<file path="config.mk">
export PLATFORM = sky130hd
export DESIGN_NAME = pulse_gen_multi
export DESIGN_NICKNAME = d
export VERILOG_FILES = /design/src/rtl/pulse_gen_multi.sv
export SDC_FILE = /design/constraint.sdc
export NUM_CORES = 1
export LEC_CHECK = 0
export CORE_ASPECT_RATIO = 1.4
export CORE_UTILIZATION = 51
export CTS_BUF_LIST = sky130_fd_sc_hd__clkbuf_4
export CTS_CLUSTER_DIAMETER = 40
export CTS_CLUSTER_SIZE = 28
export DETAILED_ROUTE_END_ITERATION = 8
export GPL_ROUTABILITY_DRIVEN = 0
export PLACE_DENSITY = 0.88
export SYNTH_ARGS = -nofsm -noshare
export SYNTH_HDL_FRONTEND = slang
export SYNTH_SLANG_ARGS = --single-unit
</file>
<file path="constraint.sdc">
create_clock -name clk -period 11.35 [get_ports clk]
set_input_delay 1.135 -clock clk [delete_from_list [all_inputs] [get_ports clk]]
set_output_delay 1.135 -clock clk [all_outputs]
set_load 0.02 [all_outputs]
</file>
<file path="src/rtl/pulse_gen_multi.sv">
// Multi-channel pulse generator: each trigger becomes a pulse with programmable delay and width
// (bit resolution), emitted as DATA_WIDTH-bit parallel words (bit 0 earliest) for a serializer.
module pulse_gen_multi #(
  parameter int NUM_CH     = 4,
  parameter int DATA_WIDTH = 64,
  parameter int DLY_WIDTH  = 16,
  parameter int WID_WIDTH  = 16
) (
  input  logic                             clk,
  input  logic                             rst,
  input  logic [NUM_CH-1:0]                i_trig,
  input  logic [NUM_CH*DLY_WIDTH-1:0]      i_delay,
  input  logic [NUM_CH*WID_WIDTH-1:0]      i_width,
  input  logic [NUM_CH-1:0]                i_mode,
  output logic [NUM_CH*DATA_WIDTH-1:0]     o_pulse,
  output logic [NUM_CH-1:0]                o_busy
);

  localparam int SW = DLY_WIDTH + 1;
  localparam int MW = (DLY_WIDTH > WID_WIDTH) ? DLY_WIDTH : WID_WIDTH;
  localparam int EW = MW + 2;

  typedef enum logic {ST_IDLE = 1'b0, ST_RUN = 1'b1} state_t;

  for (genvar gi = 0; gi < NUM_CH; gi++) begin : g_ch
    state_t                  r_state, w_state_next;
    logic [SW-1:0]           r_s, w_s_next;
    logic [EW-1:0]           r_e, w_e_next;
    logic [DATA_WIDTH-1:0]   r_word, w_word_next;
    logic                    r_busy, w_busy_next;
    logic [DLY_WIDTH-1:0]    w_dly;
    logic [WID_WIDTH-1:0]    w_wid;
    logic [31:0]             w_s32, w_e32;
    logic                    w_final, w_accept;

    assign w_dly = i_delay[gi*DLY_WIDTH +: DLY_WIDTH];
    assign w_wid = i_width[gi*WID_WIDTH +: WID_WIDTH];
    assign w_s32 = 32'(r_s);
    assign w_e32 = 32'(r_e);

    // The word being generated now is the last one of the pulse.
    assign w_final  = (w_e32 <= 32'(DATA_WIDTH));
    assign w_accept = i_trig[gi] && ((r_state == ST_IDLE) || w_final || i_mode[gi]);

    always_comb begin
      w_state_next = r_state;
      w_s_next     = r_s;
      w_e_next     = r_e;
      w_word_next  = '0;
      w_busy_next  = 1'b0;
      if (r_state == ST_RUN) begin
        w_busy_next = 1'b1;
        for (int k = 0; k < DATA_WIDTH; k++) begin
          w_word_next[k] = (w_s32 <= 32'(k)) && (32'(k) < w_e32);
        end
        w_s_next = (w_s32 > 32'(DATA_WIDTH)) ? SW'(w_s32 - 32'(DATA_WIDTH)) : '0;
        w_e_next = (w_e32 > 32'(DATA_WIDTH)) ? EW'(w_e32 - 32'(DATA_WIDTH)) : '0;
        if (w_final) begin
          w_state_next = ST_IDLE;
        end
      end
      // An accepted trigger replaces the offsets outright, so old bits are never merged in.
      if (w_accept) begin
        w_s_next     = SW'(w_dly);
        w_e_next     = EW'(w_dly) + EW'(w_wid);
        w_state_next = (w_wid == '0) ? ST_IDLE : ST_RUN;
      end
    end

    always_ff @(posedge clk or posedge rst) begin
      if (rst) begin
        r_state <= ST_IDLE;
        r_s     <= '0;
        r_e     <= '0;
        r_word  <= '0;
        r_busy  <= 1'b0;
      end else begin
        r_state <= w_state_next;
        r_s     <= w_s_next;
        r_e     <= w_e_next;
        r_word  <= w_word_next;
        r_busy  <= w_busy_next;
      end
    end

    assign o_pulse[gi*DATA_WIDTH +: DATA_WIDTH] = r_word;
    assign o_busy[gi]                           = r_busy;
  end

endmodule

</file>
-- Word level (Yosys, flattened, before mapping)
Cells that the tools add are included.
W data, S select, Z words.
- register bits: 404
- bits of input ports: 138
- output and inout port bits: 260
- word-level logic and storage cells: 884
- $add $sub $neg: 12
- order comparisons: 524
- multiplexer cells: 48
- bitwise operators: 4
- reduce and logical (&&, ||, !) cells: 276
- operators with widths (cell ; number):
    $lt A6 B18 Y1 const A ; 128
    $le A17 B6 Y1 const B ; 128
    $lt A5 B18 Y1 const A ; 64
    $le A17 B5 Y1 const B ; 64
    $lt A4 B18 Y1 const A ; 32
    $le A17 B4 Y1 const B ; 32
    $lt A3 B18 Y1 const A ; 16
    $le A17 B3 Y1 const B ; 16
    $logic_and A1 B1 Y1 ; 260
    $mux W64 ; 4
    $mux W18 ; 12
    $mux W17 ; 12
    $lt A1 B18 Y1 const A ; 8
    $lt A2 B18 Y1 const A ; 8
    $le A17 B1 Y1 const B ; 8
    $le A17 B2 Y1 const B ; 8
    $gt A18 B7 Y1 const B ; 4
    $le A18 B7 Y1 const B ; 4
    $sub A18 B7 Y18 const B ; 4
    $add A16 B16 Y17 ; 4
    $gt A17 B7 Y1 const B ; 4
    $sub A17 B7 Y17 const B ; 4
    $logic_not A16 Y1 ; 4
    $mux W1 ; 20
    other kinds (3) ; 16

-- Logic depth before layout (Yosys ltp)
- depth after elaboration: 5
- gate-level depth with buffers: 9
- depth with buffers taken out: 9

-- Least setup slack after synthesis
No wires, ideal clock.
- path type: input-to-reg
- from: in i_delay[4]
- to: reg g_ch[0].r_e[9]
- arrival: 3.175 ns
- path slack: 8.049 ns
- cell stages on the path: 7
- cells stage by stage: ha_1 and3_1 a2111oi_0 a211oi_1 a21oi_1 xnor2_1 a221o_1
- cells in the longest elaborated chain, start to end: 2
- RTL lines (what ; RTL line ; text):
    start: declaration ; 12 ; input logic [NUM_CH*DLY_WIDTH-1:0] i_delay,
    $add A16 B16 Y17 ; 65 ; w_e_next = EW'(w_dly) + EW'(w_wid);
    $mux W18 ; 63 ; if (w_accept) begin
    end signal: assignment ; 80 ; r_e <= w_e_next;
    end: declaration ; 28 ; logic [EW-1:0] r_e, w_e_next;
Every way passes these cells.
A chain may end at the register's enable or synchronous reset.

-- Worst setup path after layout
- from: reg g_ch[2].r_s[8]
- to: reg g_ch[2].r_word[20]
- cells in the longest elaborated chain, start to end: 3
- RTL lines (what ; RTL line ; text):
    start: declaration ; 27 ; logic [SW-1:0] r_s, w_s_next;
    start signal: assignment ; 79 ; r_s <= w_s_next;
    $le A17 B5 Y1 ; 54 ; w_word_next[k] = (w_s32 <= 32'(k)) && (32'(k) < w_e32);
    $logic_and A1 B1 Y1 ; 54 ;
    $mux W64 ; 51 ; if (r_state == ST_RUN) begin
    named net g_ch[2].w_word_next[20] ; 29 ; logic [DATA_WIDTH-1:0] r_word, w_word_next;
    end signal: assignment ; 81 ; r_word <= w_word_next;
    end: declaration ; 29 ;
The timed path passes the listed nets, and every way through them passes these cells.

==> reports/metrics.yaml <==
portBuffers: 397
first_iter_violations: 4483
yosys.area_share.adder: 0.0456
final_cell_mix: "dfrtp_1 (404), clkdlybuf4s50_1 (397), nand2_1 (295)"
dpl.hpwl_mm: 61.9
dp_cells: 3783
synth-seq-cells: 404
min_to: "g_ch[3].r_e[17]"
layout-drive-gt1-share: 0.0464
report.final.slew_viol_count: 0
wl_per_cell_um: 22.2
pwr-share-seq: 0.448
dp_slack_ps: 7210
finClkSkew_ps: 53.5
syn_avg_cell_area_sq_um: 8.53
dieArea_sq_um: 49500
finalSetupViolCount: 0
syn2layout_area_growth_pct: 20.4
crit_arrival_ps: 4320
timing.rr.start: "g_ch[2].r_s[8]"
max_freq_mhz: 267
path_clk_slew_ps: 160
netlist.area_leader.share: 0.408
synth-simple-area-share: 0.222
finalSetupTns_ps: 0
cts_max_path_buffers: 3
slowest_stage: "a2111oi_0"
finalNonFillerCells: 3864
crit_family: "simple AND/OR/NAND/NOR gates"
maxCapViolCount: 0
track_usage: 0.338
p_switching_uw: 1980
r2r_cells: 6
ir_worst_vdd_mv: 0.151
top_level_ports: 398
status: "completed"
wl_mm: 85.8
die_h_um: 263
synth_cell_type_count: 89
period_needed_ps: 3750
synth_compound_area_frac: 0.266
intPower_uw: 2480
yosys_warnings: 0
cp-start-kind: "flip-flop"
p_clk_frac: 0.206
hold_path.startpoint: "g_ch[3].r_e[17]"
clock-sinks: 404
synth_top_family_by_area: "compound AO/OA/AOI/OAI gates"
slew_headroom: 0.124
async_flop_share: 1.00
yosysTopAreaCell: "dfrtp_1"
num_vias: 26500
setup_ws_ps: 7600
hold_class: "reg2reg"
combPwrFrac: 0.346
postRouteAntennaNets: 0
post_cts_resized: 0
setup.worst_path.class: "reg2reg"
viasPerCell: 6.86
finalNetCount: 3423
syn_nets: 3131
fp.dieW_um: 188
leakage_uw: 0.0121
ys.flop_type: "dfrtp_1"
endpoint_kind: "flip-flop"
dr.pass1.iters: 8
drc: 0
rows: 95
synth_edf_count: 0
htree_num_levels: 2
cts_tree: "built"
period_share: 0.330
coreArea_sq_um: 48000
path_max_fanout: 16
crit_buf_inv: 0
start_util: 0.516
crit_chain: "nor3_2 > nand4_1 > nor2_1 > a21oi_1 > o22a_1 > a2111oi_0"
postCtsSetupRepairBufs: 0
powerDensity_nw_per_um2: 149
worst_pin_slew_ps: 1300
grt_overflow: 0
cpPeakStageDelay_ps: 1010
synth_area_sq_um: 24800
whs_path_depth: 1
r2r_slack_ps: 7600
grt_max_degree: 191
crit_start: "g_ch[2].r_s[8]"
reg2reg_to: "g_ch[2].r_word[20]"
worstSkewPairLatency_ps: 790
syn_inst: 2905
postCtsHoldBufs: 0
antenna_found_initial: 2
clockRootBuffer: "clkbuf_4"
cts_made_buffers: 42
rsz0062_at_grt: "false"
required_ps: 11920
synthTopCellsByArea: "dfrtp_1 (41%), o21ai_0 (5.5%), a21oi_1 (4.7%), nand2_1 (4.5%), ha_1 (4.2%)"
grt_pass1_wl_mm: 134
utilization: 0.622
switching_share: 0.444
layout_commonest_cell: "dfrtp_1"
synthXorXnorAreaFrac: 0.0180
yosysSeqAreaShare: 0.408
hold_viol: 0
worstSetupPathDepth: 6
grt_pass1_vias: 24900
synthMuxAreaShare: 0.00328
[synth_stat cells, types with 8 or more instances]
| master | instances |
|---|---|
| a2111oi_0 | 23 |
| a211o_1 | 10 |
| a211oi_1 | 79 |
| a21boi_0 | 11 |
| a21o_1 | 29 |
| a21oi_1 | 233 |
| a221o_1 | 20 |
| a221oi_1 | 30 |
| a22o_1 | 37 |
| a22oi_1 | 16 |
| a311oi_1 | 25 |
| a31oi_1 | 53 |
| and2_1 | 35 |
| and3_1 | 38 |
| and4_1 | 9 |
| buf_2 | 8 |
| clkbuf_1 | 153 |
| dfrtp_1 | 404 |
| ha_1 | 84 |
| inv_1 | 61 |
| nand2_1 | 295 |
| nand2b_1 | 26 |
| nand3_1 | 75 |
| nand4_1 | 26 |
| nor2_1 | 263 |
| nor2b_1 | 20 |
| nor3_1 | 144 |
| nor3b_1 | 25 |
| nor4_1 | 50 |
| o211ai_1 | 17 |
| o21a_1 | 19 |
| o21ai_0 | 271 |
| o21bai_1 | 19 |
| o221ai_1 | 16 |
| o22ai_1 | 13 |
| o31a_1 | 9 |
| o31ai_1 | 10 |
| or2_2 | 16 |
| or3_1 | 31 |
| or4_1 | 11 |
| xnor2_1 | 26 |
| xor2_1 | 25 |
[logic make-up (layout without fill, tap and decap cells)]
group | Yosys count | count (layout)
compound gates | 1009 | 1009
simple gates | 1108 | 1108
other cells | 0 | 3
fa+ha+maj | 88 | 88
flops | 404 | 404
xor+xnor | 51 | 51
buf+inv | 237 | 563
mux | 8 | 8
[cell type report]
type                       instances  area (sq um)
sequential                       404         10100
fill                            4125         18200
tap                              630           788
timing repair buffer             421          4180
multi-input combinational       2264         13800
clock buffer                      43           323
clock inverter                    35           435
antenna                            3          7.51
inverter                          64           244
[power groups by stage]
| stage | sequential (uW) | clock [uW] | combinational [uW] |
|---|---|---|---|
| floorplan | 1820 | 0 | 1160 |
| global route | 2020 | 992 | 1670 |
| detailed placement | 2000 | 0 | 1480 |
| global placement | 1990 | 0 | 1450 |
| finish | 2000 | 918 | 1540 |
| CTS | 1970 | 931 | 1490 |
[state kept, by name, indices dropped and copies added (netlist names)]
signal	count
g_ch.r_e	72
g_ch.r_word	256
g_ch.r_s	68
g_ch.r_state	4
g_ch.r_busy	4
[through the flow]
step / hold WS [ps] / total power, uW / area (sq um)
floorplan: 352 / 2980 / 24800
global placement: 473 / 3440 / 29100
detailed placement: 486 / 3470 / 29100
CTS: 506 / 4390 / 29800
global route: 520 / 4680 / 29900
finish: 506 / 4460 / 29900
[layer usage]
metal | GRT usage | share of wire | vias up
met2 | 0.574 | 0.48 | 2205
met4 | 0.219 | 0.081 | 2
met5 | 0 | 0.00042 | -
li1 | - | - | 11500
met3 | 0.0529 | 0.10 | 638
met1 | 0.394 | 0.33 | 12100
[worst max path at each step]
stage	end	slack, ps
6_report	g_ch[2].r_word[20]	7600
5_1_grt	g_ch[0].r_word[20]	7490
4_1_cts	g_ch[2].r_word[2]	7820
3_5_place_dp	g_ch[0].r_e[9]	7210
3_3_place_gp	g_ch[0].r_e[9]	7270
2_1_floorplan	g_ch[0].r_busy	4770
No activity file was read; power rests on OpenSTA's default activity.
